**src/rtl/if_prefetch_unit.sv**
```systemverilog
// Instruction-fetch stage: single-outstanding req/ack fetch port feeding a prefetch FIFO toward ID.
// Define IF_PERF_CNT_EN to add the saturating fetch_cnt / bubble_cnt performance counters.
module if_prefetch_unit #(
    parameter int unsigned     XLEN       = 32,
    parameter int unsigned     DEPTH      = 4,
    parameter logic [XLEN-1:0] RESET_PC   = '0,
    parameter int unsigned     ADDR_SHIFT = 2
) (
    input  logic            clk,
    input  logic            rst,
    input  logic            hold_i,
    input  logic            redir_i,
    input  logic [XLEN-1:0] redir_pc_i,
    output logic            i_req,
    output logic [XLEN-1:0] i_addr,
    input  logic            i_ack,
    input  logic [31:0]     i_rdata,
    output logic            id_valid,
    input  logic            id_ready,
    output logic [31:0]     id_instr,
    output logic [XLEN-1:0] id_next_pc
`ifdef IF_PERF_CNT_EN
    ,
    output logic [31:0]     fetch_cnt,
    output logic [31:0]     bubble_cnt
`endif
);

    localparam int unsigned PW = $clog2(DEPTH);
    localparam int unsigned CW = PW + 1;
    localparam logic [CW-1:0]   FULL = CW'(DEPTH);
    localparam logic [XLEN-1:0] FOUR = XLEN'(4);

    typedef enum logic [1:0] {S_IDLE, S_WAIT, S_DRAIN} state_t;

    state_t          r_state;
    state_t          w_next;
    logic [XLEN-1:0] r_pc;
    logic [XLEN-1:0] r_addr;
    logic [PW-1:0]   r_wptr;
    logic [PW-1:0]   r_rptr;
    logic [CW-1:0]   r_count;
    logic [31:0]     r_mem_instr [DEPTH];
    logic [XLEN-1:0] r_mem_npc   [DEPTH];
    logic [31:0]     r_hold_instr;
    logic [XLEN-1:0] r_hold_npc;

    logic w_issue;
    logic w_push;
    logic w_pop;
    logic w_valid;

    assign w_valid = (r_count != '0);
    assign w_issue = (r_state == S_IDLE) && !hold_i && !redir_i && (r_count < FULL);
    assign w_push  = (r_state == S_WAIT) && i_ack && !redir_i;
    assign w_pop   = w_valid && id_ready && !redir_i;

    always_ff @(posedge clk or posedge rst) begin
        if (rst) r_state <= S_IDLE;
        else     r_state <= w_next;
    end

    always_comb begin
        w_next = r_state;
        case (r_state)
            S_IDLE:  if (w_issue) w_next = S_WAIT;
            S_WAIT:  if (i_ack) w_next = S_IDLE;
                     else if (redir_i) w_next = S_DRAIN;
            S_DRAIN: if (i_ack) w_next = S_IDLE;
            default: w_next = S_IDLE;
        endcase
    end

    always_comb begin
        i_req = (r_state != S_IDLE);
    end

    always_ff @(posedge clk or posedge rst) begin
        if (rst) begin
            r_pc   <= RESET_PC;
            r_addr <= '0;
        end else begin
            if (redir_i)     r_pc <= redir_pc_i;
            else if (w_push) r_pc <= r_pc + FOUR;
            if (w_issue) r_addr <= r_pc >> ADDR_SHIFT;
        end
    end

    // The empty-queue display value is re-registered every cycle so id_* hold after the last pop or a flush.
    always_ff @(posedge clk or posedge rst) begin
        if (rst) begin
            r_wptr       <= '0;
            r_rptr       <= '0;
            r_count      <= '0;
            r_hold_instr <= '0;
            r_hold_npc   <= '0;
            for (int unsigned i = 0; i < DEPTH; i++) begin
                r_mem_instr[i] <= '0;
                r_mem_npc[i]   <= '0;
            end
        end else begin
            r_hold_instr <= id_instr;
            r_hold_npc   <= id_next_pc;
            if (redir_i) begin
                r_wptr  <= r_rptr;
                r_count <= '0;
            end else begin
                if (w_push) begin
                    r_mem_instr[r_wptr] <= i_rdata;
                    r_mem_npc[r_wptr]   <= r_pc + FOUR;
                    r_wptr              <= r_wptr + PW'(1);
                end
                if (w_pop) r_rptr <= r_rptr + PW'(1);
                if (w_push && !w_pop)      r_count <= r_count + CW'(1);
                else if (!w_push && w_pop) r_count <= r_count - CW'(1);
            end
        end
    end

    assign i_addr     = r_addr;
    assign id_valid   = w_valid;
    assign id_instr   = w_valid ? r_mem_instr[r_rptr] : r_hold_instr;
    assign id_next_pc = w_valid ? r_mem_npc[r_rptr]   : r_hold_npc;

`ifdef IF_PERF_CNT_EN
    logic [31:0] r_fetch_cnt;
    logic [31:0] r_bubble_cnt;

    always_ff @(posedge clk or posedge rst) begin
        if (rst) begin
            r_fetch_cnt  <= '0;
            r_bubble_cnt <= '0;
        end else begin
            if (w_push && (r_fetch_cnt != '1)) r_fetch_cnt <= r_fetch_cnt + 32'd1;
            if (id_ready && !w_valid && (r_bubble_cnt != '1)) r_bubble_cnt <= r_bubble_cnt + 32'd1;
        end
    end

    assign fetch_cnt  = r_fetch_cnt;
    assign bubble_cnt = r_bubble_cnt;
`endif

endmodule

```
**config.mk**
```make
export PLATFORM = sky130hd
export DESIGN_NAME = if_prefetch_unit
export DESIGN_NICKNAME = d
export VERILOG_FILES = /design/src/rtl/if_prefetch_unit.sv
export SDC_FILE = /design/constraint.sdc
export NUM_CORES = 1
export LEC_CHECK = 0
export ABC_AREA = 1
export BUFFER_PORTS_ARGS = -buffer_cell sky130_fd_sc_hd__buf_2
export CAP_MARGIN = 20
export CELL_PAD_IN_SITES_DETAIL_PLACEMENT = 1
export CELL_PAD_IN_SITES_GLOBAL_PLACEMENT = 1
export CORE_ASPECT_RATIO = 0.6
export CORE_MARGIN = 2
export CORE_UTILIZATION = 31
export CTS_CLUSTER_DIAMETER = 30
export DETAILED_ROUTE_END_ITERATION = 7
export PLACE_DENSITY = 0.69
export SKIP_LAST_GASP = 1
export SLEW_MARGIN = 20
export SYNTH_ARGS = -nofsm -noshare
export SYNTH_HDL_FRONTEND = slang
export SYNTH_SLANG_ARGS = --single-unit
```
**constraint.sdc**
```tcl
create_clock -name clk -period 30 [get_ports clk]
set_input_delay 4.5 -clock clk [delete_from_list [all_inputs] [get_ports clk]]
set_output_delay 4.5 -clock clk [all_outputs]
set_load 0.005 [all_outputs]
```
# Word-level counts from Yosys, hierarchy flattened
# Cells that the tools add are included.
dict set report totals {
  latchBits 0
  rom_bits 0
  ram_bits 0
  out_inout_bits 98
  n_memories 0
  word_cells 79
  register_bits 391
  inputBits 70
}
dict set report classes {
  div 0
  n_shift 0
  muxes 24
  n_mul 0
  n_addsub 5
  n_reduce_logical 22
  magnitude_cmp 4
  eq_ne 5
  bitwise 3
}
# operator count
set op_table {}
lappend op_table {{32-bit 2-to-1 mux} 9}
lappend op_table {{128-bit bitwise mux} 2}
lappend op_table {{32-bit binary-select mux with 2-bit select} 2}
lappend op_table {{32-bit demux with 2-bit select} 1}
lappend op_table {{32-bit by 3-bit adder with 32-bit output, second input constant} 1}
lappend op_table {{2-bit 2-to-1 mux} 6}
lappend op_table {{1-bit logical AND} 10}
lappend op_table {{3-bit 2-to-1 mux} 3}
lappend op_table {{3-bit greater-or-equal comparator, second input constant} 2}
lappend op_table {{2-bit inverter with 3-bit output} 2}
lappend op_table {{2-bit one-hot mux with 3 select lines} 1}
lappend op_table {{3-bit nonzero test} 2}
lappend op_table {{2-bit by 1-bit adder with 2-bit output, second input constant} 2}
lappend op_table {{1-bit zero test} 4}
lappend op_table {{2-bit inequality test, second input constant} 2}
lappend op_table {{2-bit AND reduction} 2}
lappend op_table {{2-bit nonzero test} 2}
lappend op_table {{3-bit by 1-bit adder with 3-bit output, second input constant} 1}
lappend op_table {{3-bit by 1-bit < comparator with 1-bit output, second input constant} 1}
lappend op_table {{3-bit < comparator, second input constant} 1}
lappend op_table {{3-bit inequality test, second input constant} 1}
lappend op_table {{3-bit AND reduction} 1}
lappend op_table {{3-bit by 1-bit subtractor with 3-bit output, second input constant} 1}
lappend op_table {{2-bit by 1-bit == test with 1-bit output, second input constant} 1}
lappend op_table {{other kinds (3)} 3}

# Depth between registers and ports, before layout
# Gate-level depths: netlist of the first run.
dict set report logic_depth {
  depth_word 8
  mapped_depth 12
  mapped_depth_nobuf 12
}

# Worst setup path after synthesis of the first run
# No wires, ideal clock.
dict set report synth_path {
  kind {input -> register}
  from {input port redir_i}
  to {register r_count[2]}
  t_required_ns 29.935
  setup_slack_ns 24.190
  setup_ns 0.065
  stages 11
  n_path_buf 0
  t_arrival_ns 5.744
  cell_sequence {inv_2 nand3_4 inv_1 nand2_1 inv_1 fa_1 xor2_1 nand3b_1 nand2_1 nand3_1 nand2_1}
}
dict set report synth_via {
  elab_chain_cells 6
  elab_cells_between_ends 10
  classes_between {mux: 2; reduce/logical: 8}
}
# item line_no
set synth_rtl {}
lappend synth_rtl {{start: declaration} 12} ;# input logic redir_i,
lappend synth_rtl {{1-bit zero test} {55, 56}}
lappend synth_rtl {{1-bit logical AND} 56} ;# assign w_pop = w_valid && id_ready && !redir_i;
lappend synth_rtl {{1-bit zero test} 114} ;# if (w_push && !w_pop) r_count <= r_count + CW'(1);
lappend synth_rtl {{1-bit logical AND} 114}
lappend synth_rtl {{3-bit 2-to-1 mux} 114}
lappend synth_rtl {{3-bit 2-to-1 mux} 104} ;# if (redir_i) begin
lappend synth_rtl {{end signal: assignment} 114}
lappend synth_rtl {{end signal: assignment} 115} ;# else if (!w_push && w_pop) r_count <= r_count - CW'(1);
lappend synth_rtl {{end: declaration} 42} ;# logic [CW-1:0] r_count;
# Parallel ways exist; a longest one is shown, timed or not.
# A chain may end at the register's enable or synchronous reset.

# Final worst setup path of the first run
dict set report layout_path {
  from {register r_count[2]}
  to {output port id_instr[27]}
}
dict set report layout_via {
  elab_chain_cells 2
}
# item line_no
set layout_rtl {}
lappend layout_rtl {{3-bit nonzero test} 53} ;# assign w_valid = (r_count != '0);
lappend layout_rtl {{32-bit 2-to-1 mux} 122} ;# assign id_instr = w_valid ? r_mem_instr[r_rptr] : r_hold_instr;
lappend layout_rtl {{end: declaration} 20} ;# output logic [31:0] id_instr,
# No other way between the ends.

==> impl_metrics.yaml, run 1 <==
run_status:
  status: "complete, no violations"
worst_setup_path:
  crit_arrival_ps: 3130
  cp_launch_type: "register"
  timing.reg2reg.worst_path_depth: 6
  cp_data_required_time_ps: 25500
  cp_common_cell: "sky130_fd_sc_hd__nor2_1"
  nature_of_the_critical_path_endpoint: "primary output"
  path_depth: 6
  crit_buf_inv: 2
  critical-path-slowest-cell: "sky130_fd_sc_hd__buf_4"
  setup.worst_path.class: "register to primary output"
  cpLargestDelayFamily: "buffers and inverters"
  worstPathCellList: "nor2_1 -> nand2_4 -> buf_4 -> nor2_1 -> a31oi_1 -> buf_2"
  setup.reg_to_reg.worst_slack_ps: 26920
  timing.critical_path.fanout_max: 83
  timing.critical_path.slowest_cell_delay_ps: 840
power_and_ir_drop:
  max-vdd-ir-drop_mv: 0.0386
  p_clk_frac: 0.375
  comb_power_share: 0.286
  sequentialPowerShare: 0.339
  powerDensity_mw_per_mm2: 120
  power.switching_fraction: 0.353
  p_leak_nw: 10.7
  p_switching_w: 0.000929
  cell_internal_pwr_w: 0.00170
cts:
  tritoncts: "yes"
  clk_root_buffer_cell: "sky130_fd_sc_hd__clkbuf_16"
  cts_inserted_buffers: 84
  clock_sinks: 391
  setup_buffers_after_cts: 0
  cts.clk_slew.worst_paths_ps: 50
  worst_skew_pair.late_latency_ps: 620
  ctsHoldBuffers: 0
  cts-root-to-sink-buffers: 3
  htreeDepth: 3
  post_cts_resize_count: 0
cells_and_area:
  nFillCells: 6610
  synthToLayoutAreaGrowth_pct: 25.4
  design_area_sq_mm: 0.0219
  post_route_cells_drive_above_1_share: 0.152
  finish.utilization: 0.393
  layout.nets: 2376
floorplanning:
  fp.dieArea_sq_mm: 0.0583
  core-area_sq_mm: 0.0557
  die_h_um: 188
  placement_rows: 67
  die_w_um: 310
  ios: 168
  initial_util: 0.313
flow_run:
  maxCapViolations: 0
detailed_routing:
  detail_route.drc_violations: 0
  wl_met2_um: 25100
  wire_length_on_met1_um: 27900
  vias_per_cell: 4.86
  detailedRoute.firstIterationViolations: 950
  route.detailed.wl_per_inst_um: 18.2
  drt-pass1-iter-count: 5
  final_antenna_net_count: 0
  wirelength_um: 56900
  top_signal_layer_used: "met5"
  detailroute.via_count: 15200
  met3_wirelength_um: 2660
timing:
  report.final.hold_viol_count: 0
  timing.final.setup_violations: 0
  max_freq_ghz: 0.131
  finalSetupTns_ps: 0
  final.setup_skew_ps: 28.9
  tightest_slew_ps: 1020
  finalCritPeriodShare: 0.254
  rsz0062_at_grt: "false"
  finalWorstPathRequiredPeriod_ps: 7630
  timing.final.max_slew_violations: 0
  relSlewSlack: 0.317
synthesis:
  number_of_synthesized_flops_with_an_enable_pin: 0
  synth_most_common_cell: "sky130_fd_sc_hd__nand2_1"
  synthesis.area_per_instance_sq_um: 8.09
  synth.cell_area_sq_mm: 0.0175
  synth.top_cells.by_count: "sky130_fd_sc_hd__nand2_1 (749), sky130_fd_sc_hd__dfrtp_1 (391), sky130_fd_sc_hd__o21ai_0 (269)"
  seq_area_frac_synth: 0.560
  synthesized_area_fraction_occupied_by_ao_oa_aoi_and_oai_cells: 0.139
  synth-seq-cells: 391
  synth.mux.area_fraction: 0
  post_synth_fa_ha_maj_area_fraction: 0.00473
  syn-instance-count: 2157
  post-synth-top-area-fraction: 0.560
  synth_ff_type: "sky130_fd_sc_hd__dfrtp_1"
  netlist-cell-type-count: 29
  post-synth-top-area-cell: "sky130_fd_sc_hd__dfrtp_1"
  synth.yosys.warnings: 0
  synth_area_leaders: "sky130_fd_sc_hd__dfrtp_1 (56%), sky130_fd_sc_hd__nand2_1 (16%), sky130_fd_sc_hd__o21ai_0 (7.7%)"
  synth_top_family_by_area: "simple AND/OR/NAND/NOR gates"
  synth_async_sr_flop_share: 1.00
  synth_xor_xnor_area_share: 0.00702
  post_synth_and_or_nand_nor_area_fraction: 0.221
worst_hold_path:
  min_path_cells: 2
  hold_class: "register to register"
global_routing:
  first_global_vias: 16200
  antenna_found_initial: 3
  grt-ovfl-total: 0
  grt_max_degree: 134
  track_usage: 0.201
  grt_first_pass_wirelength_um: 91700
placed_design:
  gpl.final_weighted_congestion: 0.901
  dp_hpwl_um: 35400
  io_buffer_count: 165
  placedInstanceArea_sq_mm: 0.0188
cells by family (layout without fill, tap and decap cells):
kind of cell | after synthesis | in the layout
xor+xnor | 14 | 14
compound gates | 445 | 445
fa+ha+maj | 6 | 6
buf+inv | 295 | 507
other cells | 1 | 4
flops | 391 | 391
simple gates | 1005 | 1005
sequential cells by signal, summed over array words and instances (netlist names):
register	cells
r_mem_instr	128
r_state	2
r_mem_npc	128
r_hold_npc	32
r_count	3
r_pc	32
r_rptr	2
r_wptr	2
r_hold_instr	32
i_addr	30
worst reg2reg max path, stage by stage (launching register included):
cell	delay [ps]
sky130_fd_sc_hd__dfrtp_1	700
sky130_fd_sc_hd__ha_1	490
sky130_fd_sc_hd__nand3_1	400
sky130_fd_sc_hd__nor2_1	610
sky130_fd_sc_hd__xor2_1	580
sky130_fd_sc_hd__nand2_1	110
sky130_fd_sc_hd__o211ai_1	110
stage by stage:
stage | total power [W] | cells | setup WS [ps] | hold WS, ps
2_1_floorplan | 0.00134 | 2158 | 14630 | 437
3_3_place_gp | 0.00163 | 2973 | 22410 | 450
3_5_place_dp | 0.00166 | 2973 | 22330 | 457
4_1_cts | 0.00267 | 3129 | 22290 | 468
5_1_grt | 0.00282 | 3129 | 22120 | 476
6_report | 0.00263 | 3131 | 22370 | 463
layout by cell type (no fill, tap or decap), drive strengths merged:
| master | n |
|---|---|
| nand2 | 749 |
| dfrtp | 391 |
| o21ai | 292 |
| nor2 | 230 |
| buf | 183 |
| inv | 180 |
| clkbuf | 96 |
| a31oi | 64 |
| a21oi | 45 |
| o211ai | 38 |
| nand3 | 24 |
| clkinv | 23 |
| xor2 | 14 |
| bufinv | 14 |
| clkinvlp | 11 |
| ha | 5 |
| o221ai | 3 |
| diode | 2 |
| conb | 2 |
| nor3 | 1 |
| nand3b | 1 |
| o31ai | 1 |
| a22oi | 1 |
| o21bai | 1 |
| fa | 1 |
final cells by class:
class / count / area, sq um / area share
multi-input combinational: 1472 / 6510 / 0.297
tap: 759 / 950 / 0.0434
timing repair buffer: 183 / 965 / 0.0441
clock buffer: 96 / 2270 / 0.104
antenna: 2 / 5.00 / 0.000229
inverter: 168 / 638 / 0.0292
clock inverter: 60 / 757 / 0.0346
sequential: 391 / 9790 / 0.447
metal layers:
layer	vias up	track usage
met5	-	0
met4	2	0.0613
met3	97	0.0431
met2	304	0.306
met1	7634	0.286
li1	7180	-
worst paths after layout:
| kind | startpoint | end |
|---|---|---|
| worst max-delay path | r_count[2]$_DFFE_PP0P_ | id_instr[27] |
| worst min register to register | r_mem_instr[103]$_DFFE_PP0P_ | r_mem_instr[103]$_DFFE_PP0P_ |
| min in group asynchronous | rst | r_hold_instr[21]$_DFF_PP0_ |
| max in group asynchronous | rst | i_addr[19]$_DFFE_PP0P_ |
| worst max register to register | r_pc[2]$_DFFE_PP0N_ | r_pc[8]$_DFFE_PP0N_ |
| worst min-delay path | r_mem_instr[103]$_DFFE_PP0P_ | r_mem_instr[103]$_DFFE_PP0P_ |
power by group through the flow:
stage               clock (W)  sequential (W)  combinational, W
floorplan                   0        0.000846          0.000495
global placement            0        0.000886          0.000739
detailed placement          0        0.000896          0.000763
CTS                   0.00101        0.000892          0.000772
global route          0.00103        0.000919          0.000865
finish               0.000986        0.000892          0.000753
(Power assumes the default switching activity.)
==> inputs of run 2 (changes only) <==
==> constraint.sdc (replaced) <==
create_clock -name clk -period 7.08 [get_ports clk]
set_input_delay 1.062 -clock clk [delete_from_list [all_inputs] [get_ports clk]]
set_output_delay 1.062 -clock clk [all_outputs]
set_load 0.005 [all_outputs]
==> run 2 against run 1 <==
  * Clock-buffer cell count grew 9
  * Final cell count shrank 0.19%
  * Flip-flop and latch count is the same
  * Critical path type unchanged
  * Combinational power grew to 4.3 times the previous value
==> impl_metrics.yaml, run 2 (synthesized netlist as in run 1, its figures left out) <==
cells_and_area:
  nFillCells: 6561
  leading_cell_type_in_the_layout_fill_and_taps_excluded: "sky130_fd_sc_hd__nand2_1"
  finalNonFillerCells: 3125
  post_route_cells_drive_above_1_share: 0.148
  layout.nets: 2376
  reg_top3: "r_mem_instr: 128 flops, r_mem_npc: 128 flops"
  synthToLayoutAreaGrowth_pct: 25.4
  seq_area_sq_mm: 0.00979
  multi_input_comb_area_sq_mm: 0.00651
  final_cell_mix: "sky130_fd_sc_hd__nand2_1 (748), sky130_fd_sc_hd__dfrtp_1 (389), sky130_fd_sc_hd__o21ai_0 (269), sky130_fd_sc_hd__nor2_1 (222), sky130_fd_sc_hd__buf_2 (165)"
power_and_ir_drop:
  p_leak_nw: 10.7
  max-vdd-ir-drop_mv: 0.211
  powerDensity_mw_per_mm2: 509
worst_setup_path:
  nature_of_the_critical_path_endpoint: "primary output"
  crit_arrival_ps: 3820
  timing.critical_path.fanout_max: 54
  cp_launch_type: "register"
  cp-startpoint: "r_rptr[1]$_DFFE_PP0P_"
  cp_data_required_time_ps: 6020
  setup.worst_path.class: "register to primary output"
  critical_path.reg2reg.startpoint: "r_rptr[1]$_DFFE_PP0P_"
timing:
  timing.final.max_slew_violations: 0
  finalSetupTns_ps: 0
  rsz0062_at_grt: "false"
  hold-worst-slack_ps: 465
  finalCritPeriodShare: 0.690
  report.final.hold_viol_count: 0
  tightest_slew_ps: 1080
  max_freq_ghz: 0.205
  timing.final.setup_violations: 0
  finalWorstPathRequiredPeriod_ps: 4880
  setup_ws_ps: 2200
  final.setup_skew_ps: 30.8
  relSlewSlack: 0.280
cts:
  cts-root-to-sink-buffers: 3
  tritoncts: "yes"
  htreeDepth: 3
  worst_skew_pair.late_latency_ps: 620
  post_cts_resize_count: 0
  clk_root_buffer_cell: "sky130_fd_sc_hd__clkbuf_16"
  clock_sinks: 391
  cts.clk_slew.worst_paths_ps: 50
  cts_inserted_buffers: 81
  setup_buffers_after_cts: 0
  ctsHoldBuffers: 0
detailed_routing:
  drt-pass1-iter-count: 5
  detailroute.via_count: 15100
  detailedRoute.firstIterationViolations: 925
  wirelength_um: 57400
  final_antenna_net_count: 0
  route.detailed.wl_per_inst_um: 18.4
  detail_route.drc_violations: 0
  vias_per_cell: 4.83
global_routing:
  antenna_found_initial: 2
  use_met3: 0.0501
  grt-ovfl-total: 0
  track_usage: 0.200
  grt_max_degree: 119
  global_route.usage.met1: 0.286
  first_global_vias: 16100
  gr-max-usage-layer: "met2"
  grt_first_pass_wirelength_um: 91800
  use_met2: 0.300
floorplanning:
  die_w_um: 310
  core-area_sq_mm: 0.0557
  die_h_um: 188
  ios: 168
  initial_util: 0.313
  placement_rows: 67
  fp.dieArea_sq_mm: 0.0583
placed_design:
  dp_hpwl_um: 36600
  io_buffer_count: 165
  place_inst: 2976
  placement.setup.worst_slack_ps: 2850
  gpl.final_weighted_congestion: 0.921
worst_hold_path:
  hold_path_startpoint: "r_mem_instr[101]$_DFFE_PP0P_"
  hold_class: "register to register"
run_status:
  status: "complete, no violations"
flow_run:
  maxCapViolations: 0
==> run 2: cell count changes in the layout (fill, tap and decap cells not counted), moves of 3 or more <==
cell                         previous run  this run
sky130_fd_sc_hd__clkinv_16              0         4
sky130_fd_sc_hd__clkinv_2              16         6
sky130_fd_sc_hd__inv_6                 12         3
sky130_fd_sc_hd__clkinvlp_4            11         8
sky130_fd_sc_hd__clkbuf_8               8        19
sky130_fd_sc_hd__clkinv_4               6         9
sky130_fd_sc_hd__clkbuf_1               2         5
sky130_fd_sc_hd__clkbuf_16             86        81
sky130_fd_sc_hd__buf_4                 17        20
==> run 2: path summary, 6_finish.rpt <==
check                           cells past startpoint                            to  slack [ps]
worst max-delay path                                6                id_next_pc[14]        2200
worst min-delay path                                2  r_mem_instr[101]$_DFFE_PP0P_         460
worst max register to register                      5      r_hold_npc[14]$_DFF_PP0_        3930
worst min register to register                      2  r_mem_instr[101]$_DFFE_PP0P_         460
max in group asynchronous                           4      r_hold_npc[21]$_DFF_PP0_        4840
min in group asynchronous                           2  r_mem_instr[125]$_DFFE_PP0P_         500
==> run 2: worst max-delay path, stage by stage, from the launching register on <==
cell                       delay [ps]
sky130_fd_sc_hd__dfrtp_4          920
sky130_fd_sc_hd__clkinv_1         860
sky130_fd_sc_hd__buf_4            480
sky130_fd_sc_hd__nor2_1           130
sky130_fd_sc_hd__o21ai_0          220
sky130_fd_sc_hd__a31oi_1          350
sky130_fd_sc_hd__buf_2            170
==> run 2: cell type report <==
class,count,share of cell area
Sequential cell,391,0.447
Multi-Input combinational cell,1472,0.297
Clock buffer,105,0.105
Timing Repair Buffer,186,0.0455
Tap cell,759,0.0434
Clock inverter,43,0.0323
Inverter,168,0.0290
Antenna cell,1,0.000114
==> run 2: layer usage <==
metal / part of all wire / vias to the layer above
met3: 0.048 / 83
met2: 0.44 / 270
met4: 0.019 / 2
met1: 0.49 / 7564
li1: - / 7165
met5: 0.00021 / -
==> run 2: report_power, final <==
| part | switching (W) | internal [W] | total, W |
|---|---|---|---|
| registers | 0.000524 | 0.00323 | 0.00376 |
| clock network | 0.00136 | 0.00277 | 0.00413 |
| logic | 0.00209 | 0.00116 | 0.00325 |
| total | 0.00397 | 0.00716 | 0.0111 |
==> run 2: stage by stage <==
step / area (sq um) / power (W) / util
2_1_floorplan: 17500 / 0.00568 / -
3_3_place_gp: 18900 / 0.00689 / 0.339
3_5_place_dp: 18900 / 0.00705 / 0.339
4_1_cts: 21900 / 0.0113 / 0.393
5_1_grt: 21900 / 0.0119 / 0.393
6_report: 21900 / 0.0111 / 0.393
==> inputs of run 3 (changes only) <==
--- a/config.mk
+++ b/config.mk
@@ -15,7 +15,7 @@
 export CORE_UTILIZATION = 31
 export CTS_CLUSTER_DIAMETER = 30
 export DETAILED_ROUTE_END_ITERATION = 7
-export PLACE_DENSITY = 0.69
+export PLACE_DENSITY = 0.71
 export SKIP_LAST_GASP = 1
 export SLEW_MARGIN = 20
 export SYNTH_ARGS = -nofsm -noshare
==> constraint.sdc (replaced) <==
create_clock -name clk -period 4.2 [get_ports clk]
set_input_delay 0.63 -clock clk [delete_from_list [all_inputs] [get_ports clk]]
set_output_delay 0.63 -clock clk [all_outputs]
set_load 0.005 [all_outputs]
==> run 3 against run 2 <==
  * First-iteration DRC count increased by 6.4%
  * Wire length about the same
  * Critical path type unchanged
  * Power increased by 69%
  * Via count increased by 1.0%
  * Final cell count increased by 0.48%
  * Non-clock buffer count increased by 2
  * Flip-flop and latch count unchanged
  * Sequential share of layout area decreased by 0.19 points
  * Global-route usage increased by 0.22 points
  * Worst hold slack got worse by 280 ps
  * Sequential power increased by 70%
  * Design area increased by 0.42%
==> impl_metrics.yaml, run 3 (synthesized netlist as in run 1, its figures left out) <==
worst_setup_path:
  timing.critical_path.fanout_max: 56
  setup.reg_to_reg.worst_slack_ps: 1390
  cp_data_required_time_ps: 3570
  crit_arrival_ps: 3040
  timing.critical_path.slowest_cell_delay_ps: 700
  critical-path-slowest-cell: "sky130_fd_sc_hd__dfrtp_4"
  rr_endpoint: "r_count[2]$_DFFE_PP0P_"
  nature_of_the_critical_path_endpoint: "primary output"
  critical_path.reg2reg.startpoint: "r_count[2]$_DFFE_PP0P_"
  setup.worst_path.class: "register to primary output"
  cp_launch_type: "register"
  timing.reg2reg.worst_path_depth: 11
  worstPathCellList: "inv_2 -> buf_4 -> o21ai_0 -> a31oi_1 -> buf_2"
  cp-startpoint: "r_rptr[0]$_DFFE_PP0P_"
detailed_routing:
  vias_per_cell: 4.85
  detail_route.drc_violations: 0
  final_antenna_net_count: 0
  route.detailed.wl_per_inst_um: 18.3
  drt-pass1-iter-count: 5
  detailroute.via_count: 15200
  wirelength_um: 57400
  detailedRoute.firstIterationViolations: 984
timing:
  finalCritPeriodShare: 0.873
  rsz0062_at_grt: "false"
  timing.final.setup_violations: 0
  timing.final.max_slew_violations: 0
  tightest_slew_ps: 1100
  relSlewSlack: 0.264
  final.setup_skew_ps: 23.6
  hold-worst-slack_ps: 188
  max_freq_ghz: 0.273
  finalWorstPathRequiredPeriod_ps: 3670
  report.final.hold_viol_count: 0
cells_and_area:
  final_cell_mix: "sky130_fd_sc_hd__nand2_1 (748), sky130_fd_sc_hd__dfrtp_1 (389), sky130_fd_sc_hd__o21ai_0 (269), sky130_fd_sc_hd__nor2_1 (222), sky130_fd_sc_hd__buf_2 (165)"
  leading_cell_type_in_the_layout_fill_and_taps_excluded: "sky130_fd_sc_hd__nand2_1"
  post_route_cells_drive_above_1_share: 0.151
  synthToLayoutAreaGrowth_pct: 26.0
  layout.nets: 2384
  reg_top3: "r_mem_instr: 128 flops, r_mem_npc: 128 flops"
  finalNonFillerCells: 3140
power_and_ir_drop:
  comb_power_share: 0.289
  powerDensity_mw_per_mm2: 857
  power.switching_fraction: 0.358
  p_leak_nw: 10.7
  sequentialPowerShare: 0.339
  p_clk_frac: 0.371
  cell_internal_pwr_w: 0.0121
  p_switching_w: 0.00674
  max-vdd-ir-drop_mv: 0.335
placed_design:
  place_inst: 2978
  gpl.final_weighted_congestion: 0.915
  io_buffer_count: 165
  dp_hpwl_um: 36400
global_routing:
  grt_first_pass_wirelength_um: 92200
  first_global_vias: 16200
  track_usage: 0.202
  grt_max_degree: 97
  antenna_found_initial: 3
  grt-ovfl-total: 0
floorplanning:
  placement_rows: 67
  core-area_sq_mm: 0.0557
  die_w_um: 310
  fp.dieArea_sq_mm: 0.0583
  ios: 168
  initial_util: 0.313
  die_h_um: 188
cts:
  cts_inserted_buffers: 87
  clk_root_buffer_cell: "sky130_fd_sc_hd__clkbuf_16"
  setup_buffers_after_cts: 0
  cts-root-to-sink-buffers: 3
  htreeDepth: 3
  tritoncts: "yes"
  post_cts_resize_count: 0
  worst_skew_pair.late_latency_ps: 620
  ctsHoldBuffers: 0
  clock_sinks: 391
  cts.clk_slew.worst_paths_ps: 50
flow_run:
  maxCapViolations: 0
worst_hold_path:
  hold_class: "input pin to asynchronous set/reset pin"
run_status:
  status: "complete, no violations"
[run 3: layout make-up]
type / count / area (sq um)
flip-flops and latches: 391 / 9790
multi-input cells: 1472 / 6510
clock inverters: 56 / 708
diodes: 3 / 7.51
fillers: 6599 / 33800
repair buffers: 188 / 1070
inverters: 168 / 634
well taps: 759 / 950
clock buffers: 103 / 2320
[run 3: worst max-delay path, delay by kind of cell (launching register included)]
kind / cells / cell delay (ps)
AOI/OAI and AO/OA: 2 / 430
DFF: 1 / 700
buffers and inverters: 3 / 1230
[run 3: per-stage QoR]
stage / power [W] / setup TNS, ps / setup WS, ps / cell area (sq um) / utilization
floorplan: 0.00958 / -660740 / -1690 / 17500 / -
global placement: 0.0116 / 0 / 1200 / 19000 / 0.340
detailed placement: 0.0119 / 0 / 1150 / 19000 / 0.340
CTS: 0.0191 / 0 / 460 / 22000 / 0.394
global route: 0.0202 / 0 / 263 / 22000 / 0.394
finish: 0.0188 / 0 / 531 / 22000 / 0.394
[run 3: power groups by stage]
stage               combinational [W]  sequential [W]  clock (W)
finish                        0.00545         0.00639    0.00700
global placement              0.00529         0.00636          0
CTS                           0.00557         0.00639    0.00714
floorplan                     0.00354         0.00604          0
global route                  0.00627         0.00657    0.00733
detailed placement            0.00551         0.00642          0
[run 3: layer usage]
metal / share of wire / global-route usage
met2: 0.43 / 0.304
met1: 0.50 / 0.291
met4: 0.020 / 0.0569
met3: 0.048 / 0.0460
met5: 0.00023 / 0
[run 3: worst max-delay path by stage]
stage,end,slack [ps],depth (start not counted)
after detailed placement,id_next_pc[24],1150,5
after global routing,id_next_pc[24],260,5
after floorplan,i_addr[0]$_DFFE_PP0P_,-1690,1
after global placement,id_next_pc[24],1200,5
after CTS,id_next_pc[24],460,5
final,id_next_pc[24],530,5
